$ cat src/rtl/mips_pkg.sv
// Shared constants for the multi-cycle MIPS control slice: instruction
// field encodings, ALU operation codes, datapath mux selects and FSM state
// codes.
package mips_pkg;

  // Primary opcodes (instr[31:26])
  localparam logic [5:0] OP_RTYPE = 6'h00;
  localparam logic [5:0] OP_J     = 6'h02;
  localparam logic [5:0] OP_JAL   = 6'h03;
  localparam logic [5:0] OP_BEQ   = 6'h04;
  localparam logic [5:0] OP_BNE   = 6'h05;
  localparam logic [5:0] OP_ADDI  = 6'h08;
  localparam logic [5:0] OP_SLTI  = 6'h0A;
  localparam logic [5:0] OP_ANDI  = 6'h0C;
  localparam logic [5:0] OP_ORI   = 6'h0D;
  localparam logic [5:0] OP_LUI   = 6'h0F;
  localparam logic [5:0] OP_LW    = 6'h23;
  localparam logic [5:0] OP_SW    = 6'h2B;

  // R-type function codes (instr[5:0])
  localparam logic [5:0] FN_SLL = 6'h00;
  localparam logic [5:0] FN_SRL = 6'h02;
  localparam logic [5:0] FN_JR  = 6'h08;
  localparam logic [5:0] FN_ADD = 6'h20;
  localparam logic [5:0] FN_SUB = 6'h22;
  localparam logic [5:0] FN_AND = 6'h24;
  localparam logic [5:0] FN_OR  = 6'h25;
  localparam logic [5:0] FN_SLT = 6'h2A;

  // ALU operations
  localparam logic [3:0] ALU_AND = 4'b0000;
  localparam logic [3:0] ALU_OR  = 4'b0001;
  localparam logic [3:0] ALU_ADD = 4'b0010;
  localparam logic [3:0] ALU_SUB = 4'b0110;
  localparam logic [3:0] ALU_SLT = 4'b0111;
  localparam logic [3:0] ALU_SLL = 4'b1000;
  localparam logic [3:0] ALU_SRL = 4'b1001;
  localparam logic [3:0] ALU_LUI = 4'b1010;

  // Datapath mux selects
  localparam logic [1:0] PC_SRC_ALU    = 2'b00;
  localparam logic [1:0] PC_SRC_ALUOUT = 2'b01;
  localparam logic [1:0] PC_SRC_JUMP   = 2'b10;
  localparam logic [1:0] PC_SRC_RS     = 2'b11;

  localparam logic [1:0] REG_DST_RT = 2'b00;
  localparam logic [1:0] REG_DST_RD = 2'b01;
  localparam logic [1:0] REG_DST_RA = 2'b10;

  localparam logic [1:0] WB_ALUOUT = 2'b00;
  localparam logic [1:0] WB_MDR    = 2'b01;
  localparam logic [1:0] WB_PC     = 2'b10;

  localparam logic       ALUA_PC  = 1'b0;
  localparam logic       ALUA_RS  = 1'b1;
  localparam logic [1:0] ALUB_RT     = 2'b00;
  localparam logic [1:0] ALUB_FOUR   = 2'b01;
  localparam logic [1:0] ALUB_IMM    = 2'b10;
  localparam logic [1:0] ALUB_IMM_SH = 2'b11;

  // FSM state codes
  localparam logic [3:0] S_FETCH  = 4'd0;
  localparam logic [3:0] S_DECODE = 4'd1;
  localparam logic [3:0] S_EXEC_R = 4'd2;
  localparam logic [3:0] S_EXEC_I = 4'd3;
  localparam logic [3:0] S_ADDR   = 4'd4;
  localparam logic [3:0] S_MEM_RD = 4'd5;
  localparam logic [3:0] S_MEM_WR = 4'd6;
  localparam logic [3:0] S_WB_R   = 4'd7;
  localparam logic [3:0] S_WB_I   = 4'd8;
  localparam logic [3:0] S_WB_MEM = 4'd9;
  localparam logic [3:0] S_BRANCH = 4'd10;
  localparam logic [3:0] S_JUMP   = 4'd11;
  localparam logic [3:0] S_JAL    = 4'd12;
  localparam logic [3:0] S_JR     = 4'd13;
  localparam logic [3:0] S_TRAP   = 4'd14;

  // DECODE dispatch: first execute state for an opcode/funct pair,
  // S_TRAP for anything the core does not implement.
  function automatic logic [3:0] decode_dispatch(input logic [5:0] opcode,
                                                 input logic [5:0] fn);
    logic [3:0] ns;
    ns = S_TRAP;
    case (opcode)
      OP_RTYPE: begin
        case (fn)
          FN_ADD, FN_SUB, FN_AND, FN_OR,
          FN_SLT, FN_SLL, FN_SRL:          ns = S_EXEC_R;
          FN_JR:                           ns = S_JR;
          default:                         ns = S_TRAP;
        endcase
      end
      OP_LW, OP_SW:                        ns = S_ADDR;
      OP_BEQ, OP_BNE:                      ns = S_BRANCH;
      OP_ADDI, OP_ANDI, OP_ORI,
      OP_SLTI, OP_LUI:                     ns = S_EXEC_I;
      OP_J:                                ns = S_JUMP;
      OP_JAL:                              ns = S_JAL;
      default:                             ns = S_TRAP;
    endcase
    return ns;
  endfunction

endpackage

$ cat src/rtl/mips_multicycle_control_if.sv
// Control <-> datapath bundle for the multi-cycle MIPS core.
// Memory handshake: while mem_read or mem_write is high the request is
// outstanding; the access completes on the cycle mem_ready is sampled high,
// and the strobe, i_or_d and address source stay constant until then.
// mem_ready is ignored whenever no request strobe is active.
interface mips_multicycle_control_if;
  logic [5:0] opcode;
  logic [5:0] fn;
  logic       mem_ready;
  logic       zero;
  logic       mem_read;
  logic       mem_write;
  logic       i_or_d;
  logic       ir_write;
  logic       pc_write;
  logic [1:0] pc_src;
  logic       reg_write;
  logic [1:0] reg_dst;
  logic [1:0] wb_src;
  logic       alu_src_a;
  logic [1:0] alu_src_b;
  logic [3:0] alu_ctrl;
  logic       instr_done;
  logic       illegal;
  logic [3:0] state;   // debug view of the control FSM

  modport master (
    input  opcode, fn, mem_ready, zero,
    output mem_read, mem_write, i_or_d, ir_write, pc_write, pc_src,
           reg_write, reg_dst, wb_src, alu_src_a, alu_src_b, alu_ctrl,
           instr_done, illegal, state
  );

  modport slave (
    output opcode, fn, mem_ready, zero,
    input  mem_read, mem_write, i_or_d, ir_write, pc_write, pc_src,
           reg_write, reg_dst, wb_src, alu_src_a, alu_src_b, alu_ctrl,
           instr_done, illegal, state
  );
endinterface

$ cat src/rtl/mips_alu_control.sv
// ALU operation select: PC/address arithmetic uses ADD, branches compare
// with SUB, R-type ops follow funct and I-type ops follow opcode.
module mips_alu_control
  import mips_pkg::*;
(
  input  logic [3:0] state,
  input  logic [5:0] opcode,
  input  logic [5:0] fn,
  output logic [3:0] alu_ctrl
);

  // Pick the ALU operation for the current state class
  always_comb begin
    alu_ctrl = ALU_ADD;
    case (state)
      S_EXEC_R: begin
        case (fn)
          FN_ADD:  alu_ctrl = ALU_ADD;
          FN_SUB:  alu_ctrl = ALU_SUB;
          FN_AND:  alu_ctrl = ALU_AND;
          FN_OR:   alu_ctrl = ALU_OR;
          FN_SLT:  alu_ctrl = ALU_SLT;
          FN_SLL:  alu_ctrl = ALU_SLL;
          FN_SRL:  alu_ctrl = ALU_SRL;
          default: alu_ctrl = ALU_ADD;
        endcase
      end
      S_EXEC_I: begin
        case (opcode)
          OP_ADDI: alu_ctrl = ALU_ADD;
          OP_ANDI: alu_ctrl = ALU_AND;
          OP_ORI:  alu_ctrl = ALU_OR;
          OP_SLTI: alu_ctrl = ALU_SLT;
          OP_LUI:  alu_ctrl = ALU_LUI;
          default: alu_ctrl = ALU_ADD;
        endcase
      end
      S_BRANCH: alu_ctrl = ALU_SUB;
      default:  alu_ctrl = ALU_ADD;
    endcase
  end

endmodule

$ cat src/rtl/mips_multicycle_control.sv
// Multi-cycle control FSM: sequences fetch/decode/execute/memory/writeback
// over the shared datapath and drives every enable and mux select.
module mips_multicycle_control
  import mips_pkg::*;
(
  input  logic                        clk,
  input  logic                        rst,
  mips_multicycle_control_if.master   bus
);

  logic [3:0] state;
  logic [3:0] next_state;
  logic       illegal_q;

  mips_alu_control u_alu_control (
    .state    (state),
    .opcode   (bus.opcode),
    .fn       (bus.fn),
    .alu_ctrl (bus.alu_ctrl)
  );

  assign bus.state   = state;
  assign bus.illegal = illegal_q;

  // State register; reset lands in FETCH without needing a clock edge
  always_ff @(posedge clk or posedge rst) begin
    if (rst) state <= S_FETCH;
    else     state <= next_state;
  end

  // Sticky illegal flag, set when DECODE dispatches to TRAP
  always_ff @(posedge clk or posedge rst) begin
    if (rst)                                           illegal_q <= 1'b0;
    else if (state == S_DECODE && next_state == S_TRAP) illegal_q <= 1'b1;
  end

  // Next-state logic; memory states wait for mem_ready
  always_comb begin
    next_state = state;
    case (state)
      S_FETCH:  if (bus.mem_ready) next_state = S_DECODE;
      S_DECODE: next_state = decode_dispatch(bus.opcode, bus.fn);
      S_EXEC_R: next_state = S_WB_R;
      S_EXEC_I: next_state = S_WB_I;
      S_ADDR:   next_state = (bus.opcode == OP_LW) ? S_MEM_RD : S_MEM_WR;
      S_MEM_RD: if (bus.mem_ready) next_state = S_WB_MEM;
      S_MEM_WR: if (bus.mem_ready) next_state = S_FETCH;
      S_WB_R, S_WB_I, S_WB_MEM,
      S_BRANCH, S_JUMP, S_JAL, S_JR: next_state = S_FETCH;
      S_TRAP:   next_state = S_TRAP;
      default:  next_state = S_FETCH;
    endcase
  end

  // Datapath controls from state; everything forced low while rst is high
  // so an abandoned instruction can never leave a partial write behind.
  always_comb begin
    bus.mem_read   = 1'b0;
    bus.mem_write  = 1'b0;
    bus.i_or_d     = 1'b0;
    bus.ir_write   = 1'b0;
    bus.pc_write   = 1'b0;
    bus.pc_src     = PC_SRC_ALU;
    bus.reg_write  = 1'b0;
    bus.reg_dst    = REG_DST_RT;
    bus.wb_src     = WB_ALUOUT;
    bus.alu_src_a  = ALUA_PC;
    bus.alu_src_b  = ALUB_RT;
    bus.instr_done = 1'b0;
    case (state)
      S_FETCH: begin
        bus.mem_read  = 1'b1;
        bus.alu_src_b = ALUB_FOUR;
        bus.ir_write  = bus.mem_ready;
        bus.pc_write  = bus.mem_ready;
      end
      S_DECODE: bus.alu_src_b = ALUB_IMM_SH;
      S_EXEC_R: bus.alu_src_a = ALUA_RS;
      S_EXEC_I, S_ADDR: begin
        bus.alu_src_a = ALUA_RS;
        bus.alu_src_b = ALUB_IMM;
      end
      S_MEM_RD: begin
        bus.mem_read = 1'b1;
        bus.i_or_d   = 1'b1;
      end
      S_MEM_WR: begin
        bus.mem_write  = 1'b1;
        bus.i_or_d     = 1'b1;
        bus.instr_done = bus.mem_ready;
      end
      S_WB_R: begin
        bus.reg_write  = 1'b1;
        bus.reg_dst    = REG_DST_RD;
        bus.instr_done = 1'b1;
      end
      S_WB_I: begin
        bus.reg_write  = 1'b1;
        bus.instr_done = 1'b1;
      end
      S_WB_MEM: begin
        bus.reg_write  = 1'b1;
        bus.wb_src     = WB_MDR;
        bus.instr_done = 1'b1;
      end
      S_BRANCH: begin
        bus.alu_src_a  = ALUA_RS;
        bus.pc_src     = PC_SRC_ALUOUT;
        bus.pc_write   = (bus.opcode == OP_BNE) ? ~bus.zero : bus.zero;
        bus.instr_done = 1'b1;
      end
      S_JUMP: begin
        bus.pc_write   = 1'b1;
        bus.pc_src     = PC_SRC_JUMP;
        bus.instr_done = 1'b1;
      end
      S_JAL: begin
        bus.pc_write   = 1'b1;
        bus.pc_src     = PC_SRC_JUMP;
        bus.reg_write  = 1'b1;
        bus.reg_dst    = REG_DST_RA;
        bus.wb_src     = WB_PC;
        bus.instr_done = 1'b1;
      end
      S_JR: begin
        bus.pc_write   = 1'b1;
        bus.pc_src     = PC_SRC_RS;
        bus.instr_done = 1'b1;
      end
      default: ;
    endcase
    if (rst) begin
      bus.mem_read   = 1'b0;
      bus.mem_write  = 1'b0;
      bus.i_or_d     = 1'b0;
      bus.ir_write   = 1'b0;
      bus.pc_write   = 1'b0;
      bus.pc_src     = PC_SRC_ALU;
      bus.reg_write  = 1'b0;
      bus.reg_dst    = REG_DST_RT;
      bus.wb_src     = WB_ALUOUT;
      bus.alu_src_a  = ALUA_PC;
      bus.alu_src_b  = ALUB_RT;
      bus.instr_done = 1'b0;
    end
  end

endmodule

$ cat src/flat_wrapper.sv
// flat-port wrapper written by rule: the top's interface ports become plain ports
module mips_multicycle_control_flat import mips_pkg::*;
  (clk, rst, bus_opcode, bus_fn, bus_mem_ready, bus_zero, bus_mem_read, bus_mem_write, bus_i_or_d, bus_ir_write, bus_pc_write, bus_pc_src, bus_reg_write, bus_reg_dst, bus_wb_src, bus_alu_src_a, bus_alu_src_b, bus_alu_ctrl, bus_instr_done, bus_illegal, bus_state);
  mips_multicycle_control_if bus_i ();
  input  logic clk;
  input  logic rst;
  input wire logic [$bits(bus_i.opcode)-1:0] bus_opcode;
  input wire logic [$bits(bus_i.fn)-1:0] bus_fn;
  input wire logic [$bits(bus_i.mem_ready)-1:0] bus_mem_ready;
  input wire logic [$bits(bus_i.zero)-1:0] bus_zero;
  output wire logic [$bits(bus_i.mem_read)-1:0] bus_mem_read;
  output wire logic [$bits(bus_i.mem_write)-1:0] bus_mem_write;
  output wire logic [$bits(bus_i.i_or_d)-1:0] bus_i_or_d;
  output wire logic [$bits(bus_i.ir_write)-1:0] bus_ir_write;
  output wire logic [$bits(bus_i.pc_write)-1:0] bus_pc_write;
  output wire logic [$bits(bus_i.pc_src)-1:0] bus_pc_src;
  output wire logic [$bits(bus_i.reg_write)-1:0] bus_reg_write;
  output wire logic [$bits(bus_i.reg_dst)-1:0] bus_reg_dst;
  output wire logic [$bits(bus_i.wb_src)-1:0] bus_wb_src;
  output wire logic [$bits(bus_i.alu_src_a)-1:0] bus_alu_src_a;
  output wire logic [$bits(bus_i.alu_src_b)-1:0] bus_alu_src_b;
  output wire logic [$bits(bus_i.alu_ctrl)-1:0] bus_alu_ctrl;
  output wire logic [$bits(bus_i.instr_done)-1:0] bus_instr_done;
  output wire logic [$bits(bus_i.illegal)-1:0] bus_illegal;
  output wire logic [$bits(bus_i.state)-1:0] bus_state;
  assign bus_i.opcode = bus_opcode;
  assign bus_i.fn = bus_fn;
  assign bus_i.mem_ready = bus_mem_ready;
  assign bus_i.zero = bus_zero;
  assign bus_mem_read = bus_i.mem_read;
  assign bus_mem_write = bus_i.mem_write;
  assign bus_i_or_d = bus_i.i_or_d;
  assign bus_ir_write = bus_i.ir_write;
  assign bus_pc_write = bus_i.pc_write;
  assign bus_pc_src = bus_i.pc_src;
  assign bus_reg_write = bus_i.reg_write;
  assign bus_reg_dst = bus_i.reg_dst;
  assign bus_wb_src = bus_i.wb_src;
  assign bus_alu_src_a = bus_i.alu_src_a;
  assign bus_alu_src_b = bus_i.alu_src_b;
  assign bus_alu_ctrl = bus_i.alu_ctrl;
  assign bus_instr_done = bus_i.instr_done;
  assign bus_illegal = bus_i.illegal;
  assign bus_state = bus_i.state;
  mips_multicycle_control u_core (.clk(clk), .rst(rst), .bus(bus_i));
endmodule
$ cat config.mk
export PLATFORM = sky130hd
export DESIGN_NAME = mips_multicycle_control_flat
export DESIGN_NICKNAME = d
export VERILOG_FILES = /design/src/rtl/mips_pkg.sv /design/src/rtl/mips_multicycle_control_if.sv /design/src/rtl/mips_alu_control.sv /design/src/rtl/mips_multicycle_control.sv /design/src/flat_wrapper.sv
export SDC_FILE = /design/constraint.sdc
export NUM_CORES = 1
export LEC_CHECK = 0
export CORE_UTILIZATION = 25
export CTS_BUF_LIST = sky130_fd_sc_hd__clkbuf_8
export CTS_CLUSTER_DIAMETER = 80
export DETAILED_ROUTE_END_ITERATION = 7
export GPL_ROUTABILITY_DRIVEN = 0
export PLACE_DENSITY_LB_ADDON = 0.1
export SYNTH_ARGS = -nofsm -noshare
export SYNTH_HDL_FRONTEND = slang
export SYNTH_HIERARCHICAL = 1
export SYNTH_SLANG_ARGS = --single-unit
export TNS_END_PERCENT = 30
$ cat constraint.sdc
create_clock -name clk -period 2.2 [get_ports clk]
set_input_delay 0.44 -clock clk [delete_from_list [all_inputs] [get_ports clk]]
set_output_delay 0.44 -clock clk [all_outputs]
set_load 0.01 [all_outputs]
-- After elaboration in Yosys (flattened, before gate mapping)
Index checks and enable logic that the tools add are counted.
- register bits after elaboration: 5
- word-level logic and storage cells: 87
- bitwise operators: 1
- eq/ne operators: 33
- mux-type cells: 35
- reduce and logical (&&, ||, !) cells: 16
- operator list (operator ; count):
    $pmux W4 S6 ; 2
    $eq A6 B6 Y1 const B ; 7
    $eq A6 B4 Y1 const B ; 6
    $eq A4 B4 Y1 const B ; 8
    $pmux W4 S8 ; 1
    $eq A6 B2 Y1 const B ; 3
    $eq A4 B3 Y1 const B ; 4
    $pmux W4 S4 ; 1
    $mux W1 ; 15
    $reduce_or A7 Y1 ; 2
    $eq A6 B3 Y1 const B ; 2
    $logic_not A6 Y1 ; 2
    $mux W4 ; 3
    $pmux W2 S3 ; 2
    $pmux W4 S3 ; 1
    $reduce_or A2 Y1 ; 6
    $mux W2 ; 5
    $eq A4 B2 Y1 const B ; 2
    $pmux W2 S2 ; 2
    $pmux W4 S2 ; 1
    $reduce_or A4 Y1 ; 2
    $reduce_or A5 Y1 ; 1
    $eq A4 B1 Y1 const B ; 1
    $logic_not A4 Y1 ; 1
    5 further kinds ; 5

-- Longest topological paths before layout
Gate-level depths: netlist of the first run.
- depth after elaboration: 7
- depth in mapped cells: 6
- mapped depth without buffers: 5

-- Modules after synthesis
The synthesis of the first run kept the hierarchy.
- by module, submodules not included (module ; area each (um2) ; times used ; cells an instance):
    mips_multicycle_control ; 757.0 ; 1 ; 118
    mips_alu_control ; 201.4 ; 1 ; 29

-- Worst setup path after synthesis of the first run
No wires, ideal clock.
- kind: input port to output port
- from: input bus_opcode[2]
- to: output bus_pc_write
- buffers on the path: 1
- arrival time: 1.490 ns
- stages on the path: 6
- data required time: 1.760 ns
- path slack: 0.270 ns
- path through: clkbuf_1 nand2_1 nor4_1 xnor2_1 o32ai_1 a21o_1
- longest elaborated chain between the ends: 4
- ends and longest elaborated chain (what ; RTL line ; source):
    start, declared ; flat_wrapper.sv:7 ; input wire logic [$bits(bus_i.opcode)-1:0] bus_opcode;
    $eq A6 B3 Y1 ; mips_multicycle_control.sv:109 ; bus.pc_write = (bus.opcode == OP_BNE) ? ~bus.zero : bus.zero;
    $mux W1 ; mips_multicycle_control.sv:109 ;
    $pmux W1 S3 ; mips_multicycle_control.sv:70 ; case (state)
    $mux W1 ; mips_multicycle_control.sv:132 ; if (rst) begin
    end, declared ; flat_wrapper.sv:15 ; output wire logic [$bits(bus_i.pc_write)-1:0] bus_pc_write;
No other way between the ends.

-- Final worst setup path of the first run
- from: input bus_opcode[4]
- to: output bus_pc_write
Same word-level chain as after synthesis.

==> run summary, run 1 <==
### Run status
* outcome: finished clean

### Die
* die span in y: 63.92 um
* Die Footprint: 0.004085 mm^2
* Core Footprint: 0.003661 mm^2
* cell row count: 22
* number of top-level pins: 41
* width of the die: 63.92 um
* starting density of the core: 26.18%

### Yosys
* total standard cell area after synthesis: 958.4 um^2
* syn_nets: 163
* number of register bits inferred by synthesis: 5
* share of cell area taken by muxes after synthesis: 1.175%
* fraction of synthesized cell area in xor and xnor cells: 1.828%
* count of synthesis-stage warnings from yosys: 6
* main combinational cell family by area after synthesis: simple AND/OR/NAND/NOR gates
* part of the Yosys area used for sequential elements: 13.05%
* simple-gate share of the synthesized area: 45.04%
* distinct cell type count after synthesis: 51
* adder-cell share of the synthesized area: 0%
* complex-gate fraction of the synthesized area: 31.98%
* Post-Syn Area per Cell: 6.520 um^2
* number of cells produced by synthesis: 147

### Global route
* overflow left after global routing: 0
* global-route wire length before repair: 5940 um
* antenna violations before repair: 0
* number of global-route vias before repair: 1411
* maximum number of pins on one net before global-route repair: 13
* global-route total usage across every layer: 17.76%

### Clock network
* Post-CTS Hold Fix Bufs: 0
* clock tree from TritonCTS: done
* clock root cell: sky130_fd_sc_hd__clkbuf_8
* CTS clock-pin slew for the worst setup and hold paths: 40 ps
* clock tree sinks: 5
* worst-case clock buffer depth: 2
* number of clock buffers inserted by TritonCTS: 3
* clock latency on the worst-skew pair: 220 ps
* total number of H-tree levels: 1

### Drt
* Initial DRC Count: 46
* met3 wirelength from detailed routing: 90 um
* highest metal used: met3
* average wire per standard cell: 12.63 um
* total vias in the final route: 1405
* number of optimization iterations in the first detailed-route pass: 4
* vias per inst: 4.982
* Routed WL: 3562 um
* length of routed met2 wiring: 1788 um
* Post-route DRC: 0
* routed metal-1 wire length: 1683 um
* antenna-violating nets left: 0

### Finish
* Design Area, Final: 0.001862 mm^2
* Area Overhead vs Synth: 94.26%
* share of layout cells above drive strength 1: 37.18%
* Filler cells: 379
* final-stage net count: 251
* count of inserted antenna diode cells: 0

### Place
* Detailed Place HPWL: 2756 um
* area after detailed placement: 0.001717 mm^2
* Buffers on Ports: 40

### Timing
* max-slew violation count: 0
* final number of setup-violating endpoints: 0
* Slew headroom: 78.92%
* count of final hold-check violations: 0
* post-route clock period utilization: 97.94%
* Max Clock Skew: 3.184 ps
* highest attainable clock frequency: 0.4641 GHz
* transition time at the pin with the least slew margin: 315.5 ps
* Period minus WS final: 2155 ps
* setup repair after global routing missed its margin: true
* sum of negative setup slack: 0 ps
* final worst hold slack: 303.5 ps

### Worst setup path
* Worst setup SP type: input port
* Register-to-Register Path Depth: 7
* arrival time of the worst setup path: 1710 ps
* CP max stage delay: 270 ps
* Worst Path Class, Setup: in -> out
* count of buffer and inverter cells on the critical path: 2
* worst reg2reg setup slack: 690 ps
* critical-path maximum fanout: 2
* slowest cell on the critical path: sky130_fd_sc_hd__or2_1
* Critical Path End Type: primary output
* delay-heaviest family, CP: simple AND/OR/NAND/NOR gates
* ordered list of cells on the worst path: buf_6, or2_1, nor4_4, xnor2_1, o32ai_1, a21o_1, buf_2
* reg2reg start: u_core/bus.state[0]$_DFF_PP0_
* required time reported for the critical path endpoint: 1760 ps
* Reg2Reg Capture Point: u_core/bus.illegal$_DFFE_PP0P_

### Min path
* type of the worst min-delay path: in -> async

### Power and ir drop
* Gate power share: 76.7%
* Leak Pwr: 0.8700 nW
* maximum VDD drop: 0.0006306 V
* Flop pwr share: 12.6%
* proportion of total power due to net switching: 44.11%
* Sw Pwr: 0.0006652 W
* Clk network pwr share: 10.7%
* Power Density: 810.1 mW/mm^2
* internal power: 0.0008430 W
* Design Power: 0.001508 W

### Job
* max-capacitance violation count: 0

power by group through the flow:
stage                     clock (W)  sequential (W)  combinational [W]
after global placement            0        0.000187            0.00115
after global routing       0.000172        0.000198            0.00127
after floorplan                   0        0.000206           0.000545
after detailed placement          0        0.000187            0.00115
after CTS                  0.000165        0.000190            0.00115
final                      0.000161        0.000190            0.00116
repair_timing:
action | 4_1_cts | 5_1_grt
cloned | 0 | 0
buffers inserted | 6 | 1
endpoints found under the setup margin | 22 | 6
pin swaps | 8 | 2
gates resized for setup | 67 | 7
flip-flops by register name, indices dropped and copies added, names as in the netlist:
| name | count |
|---|---|
| u_core/bus.illegal | 1 |
| u_core/bus.state | 4 |
metal layers:
layer | global-route usage, % | vias up
li1 | - | 723
met1 | 21.76 | 653
met4 | 2.273 | 0
met3 | 2.321 | 0
met2 | 33.24 | 29
met5 | 0 | -
per-stage QoR:
step / util (%) / cells / setup WS (ps)
2_1_floorplan: - / 147 / 270.3
3_3_place_gp: 46.89 / 271 / -673.7
3_5_place_dp: 46.89 / 271 / -692.5
4_1_cts: 50.10 / 281 / 6.497
5_1_grt: 50.85 / 282 / -12.62
6_report: 50.85 / 282 / 45.38
cells in the mapped netlist (all sizes together):
master,instances,area (um^2)
nand3,3,15.01
and2,1,6.260
o32ai,1,8.760
a32oi,2,17.52
o31a,3,26.28
nor3,5,30.03
o221ai,1,8.760
clkbuf,5,18.77
nand2b,5,38.78
nor3b,1,7.510
a2111oi,1,15.01
buf,4,21.27
nand4b,1,8.760
o21ai,7,35.03
a41o,1,10.01
and2b,2,17.52
mux2,1,11.26
or4b,1,10.01
or2,5,33.79
dfrtp,5,125.1
nor4,7,43.79
and3b,1,8.760
nor2,18,67.56
or4,1,7.510
o32a,1,11.26
nand4bb,1,11.26
xnor2,2,17.52
or3,3,18.77
a211oi,4,30.03
nand2,20,75.07
o2111ai,1,8.760
and4bb,1,12.51
a21oi,12,60.06
o211ai,1,7.510
nor2b,2,12.51
o22ai,3,18.77
a311o,1,10.01
inv,7,26.27
a21boi,2,15.01
and3,1,6.260
a21o,2,15.01
o2bb2ai,1,8.760
cell usage in the layout (no fill, tap or decap), drive strengths merged, types with 3 or more instances in the layout:
| master | netlist | routed |
|---|---|---|
| nor2 | 18 | 18 |
| clkdlybuf4s50 | 0 | 7 |
| nand2 | 20 | 20 |
| nand3 | 3 | 3 |
| a211oi | 4 | 4 |
| o22ai | 3 | 3 |
| nand2b | 5 | 5 |
| clkbuf | 5 | 4 |
| inv | 7 | 8 |
| nor3 | 5 | 5 |
| o31a | 3 | 3 |
| o21ai | 7 | 7 |
| or3 | 3 | 3 |
| dfrtp | 5 | 5 |
| nor4 | 7 | 7 |
| or2 | 5 | 5 |
| a21oi | 12 | 12 |
| buf | 4 | 56 |
| dlygate4sd2 | 0 | 23 |
| clkdlybuf4s15 | 0 | 3 |
worst min-delay path, stage by stage:
cell	delay, ps
sky130_fd_sc_hd__dlymetal6s2s_1	170
sky130_fd_sc_hd__inv_1	90
sky130_fd_sc_hd__buf_4	150
cell families after synthesis:
| family | after synthesis |
|---|---|
| XOR/XNOR | 2 |
| buffers and inverters | 16 |
| AND/OR/NAND/NOR | 79 |
| flip-flops | 5 |
| multiplexers | 1 |
| AO/OA/AOI/OAI | 44 |
how the worst max path moves through the flow:
stage / startpoint / slack (ps) / end / cells after the start
2_1_floorplan: bus_opcode[2] / 270 / bus_pc_write / 6
3_3_place_gp: bus_opcode[5] / -670 / bus_pc_write / 7
3_5_place_dp: bus_opcode[5] / -690 / bus_pc_write / 7
4_1_cts: bus_opcode[4] / 6 / bus_pc_write / 7
5_1_grt: bus_opcode[1] / -10 / u_core/bus.illegal$_DFFE_PP0P_ / 8
6_report: bus_opcode[4] / 50 / bus_pc_write / 7
area by class of cell:
cell class	count	area, um^2	share of cell area (%)
multi-input cells	126	835.8	44.89
repair buffers	92	767.0	41.20
well taps	48	60.06	3.226
flip-flops and latches	5	127.6	6.855
clock inverters	1	3.754	0.2016
inverters	7	26.28	1.411
clock buffers	3	41.29	2.218
No activity file was read; power rests on OpenSTA's default activity.
==> run 2: changes to the inputs <==
CAP_MARGIN = 20   (was unset)
==> results of run 2 <==
Same layout as run 1: the final DEF is identical, and so are final timing and power.
==> run 3: changes to the inputs <==
ABC_CLOCK_PERIOD_IN_PS = 2200   (was unset)
==> results of run 3 <==
Same layout as run 1: the final DEF is identical, and so are final timing and power.
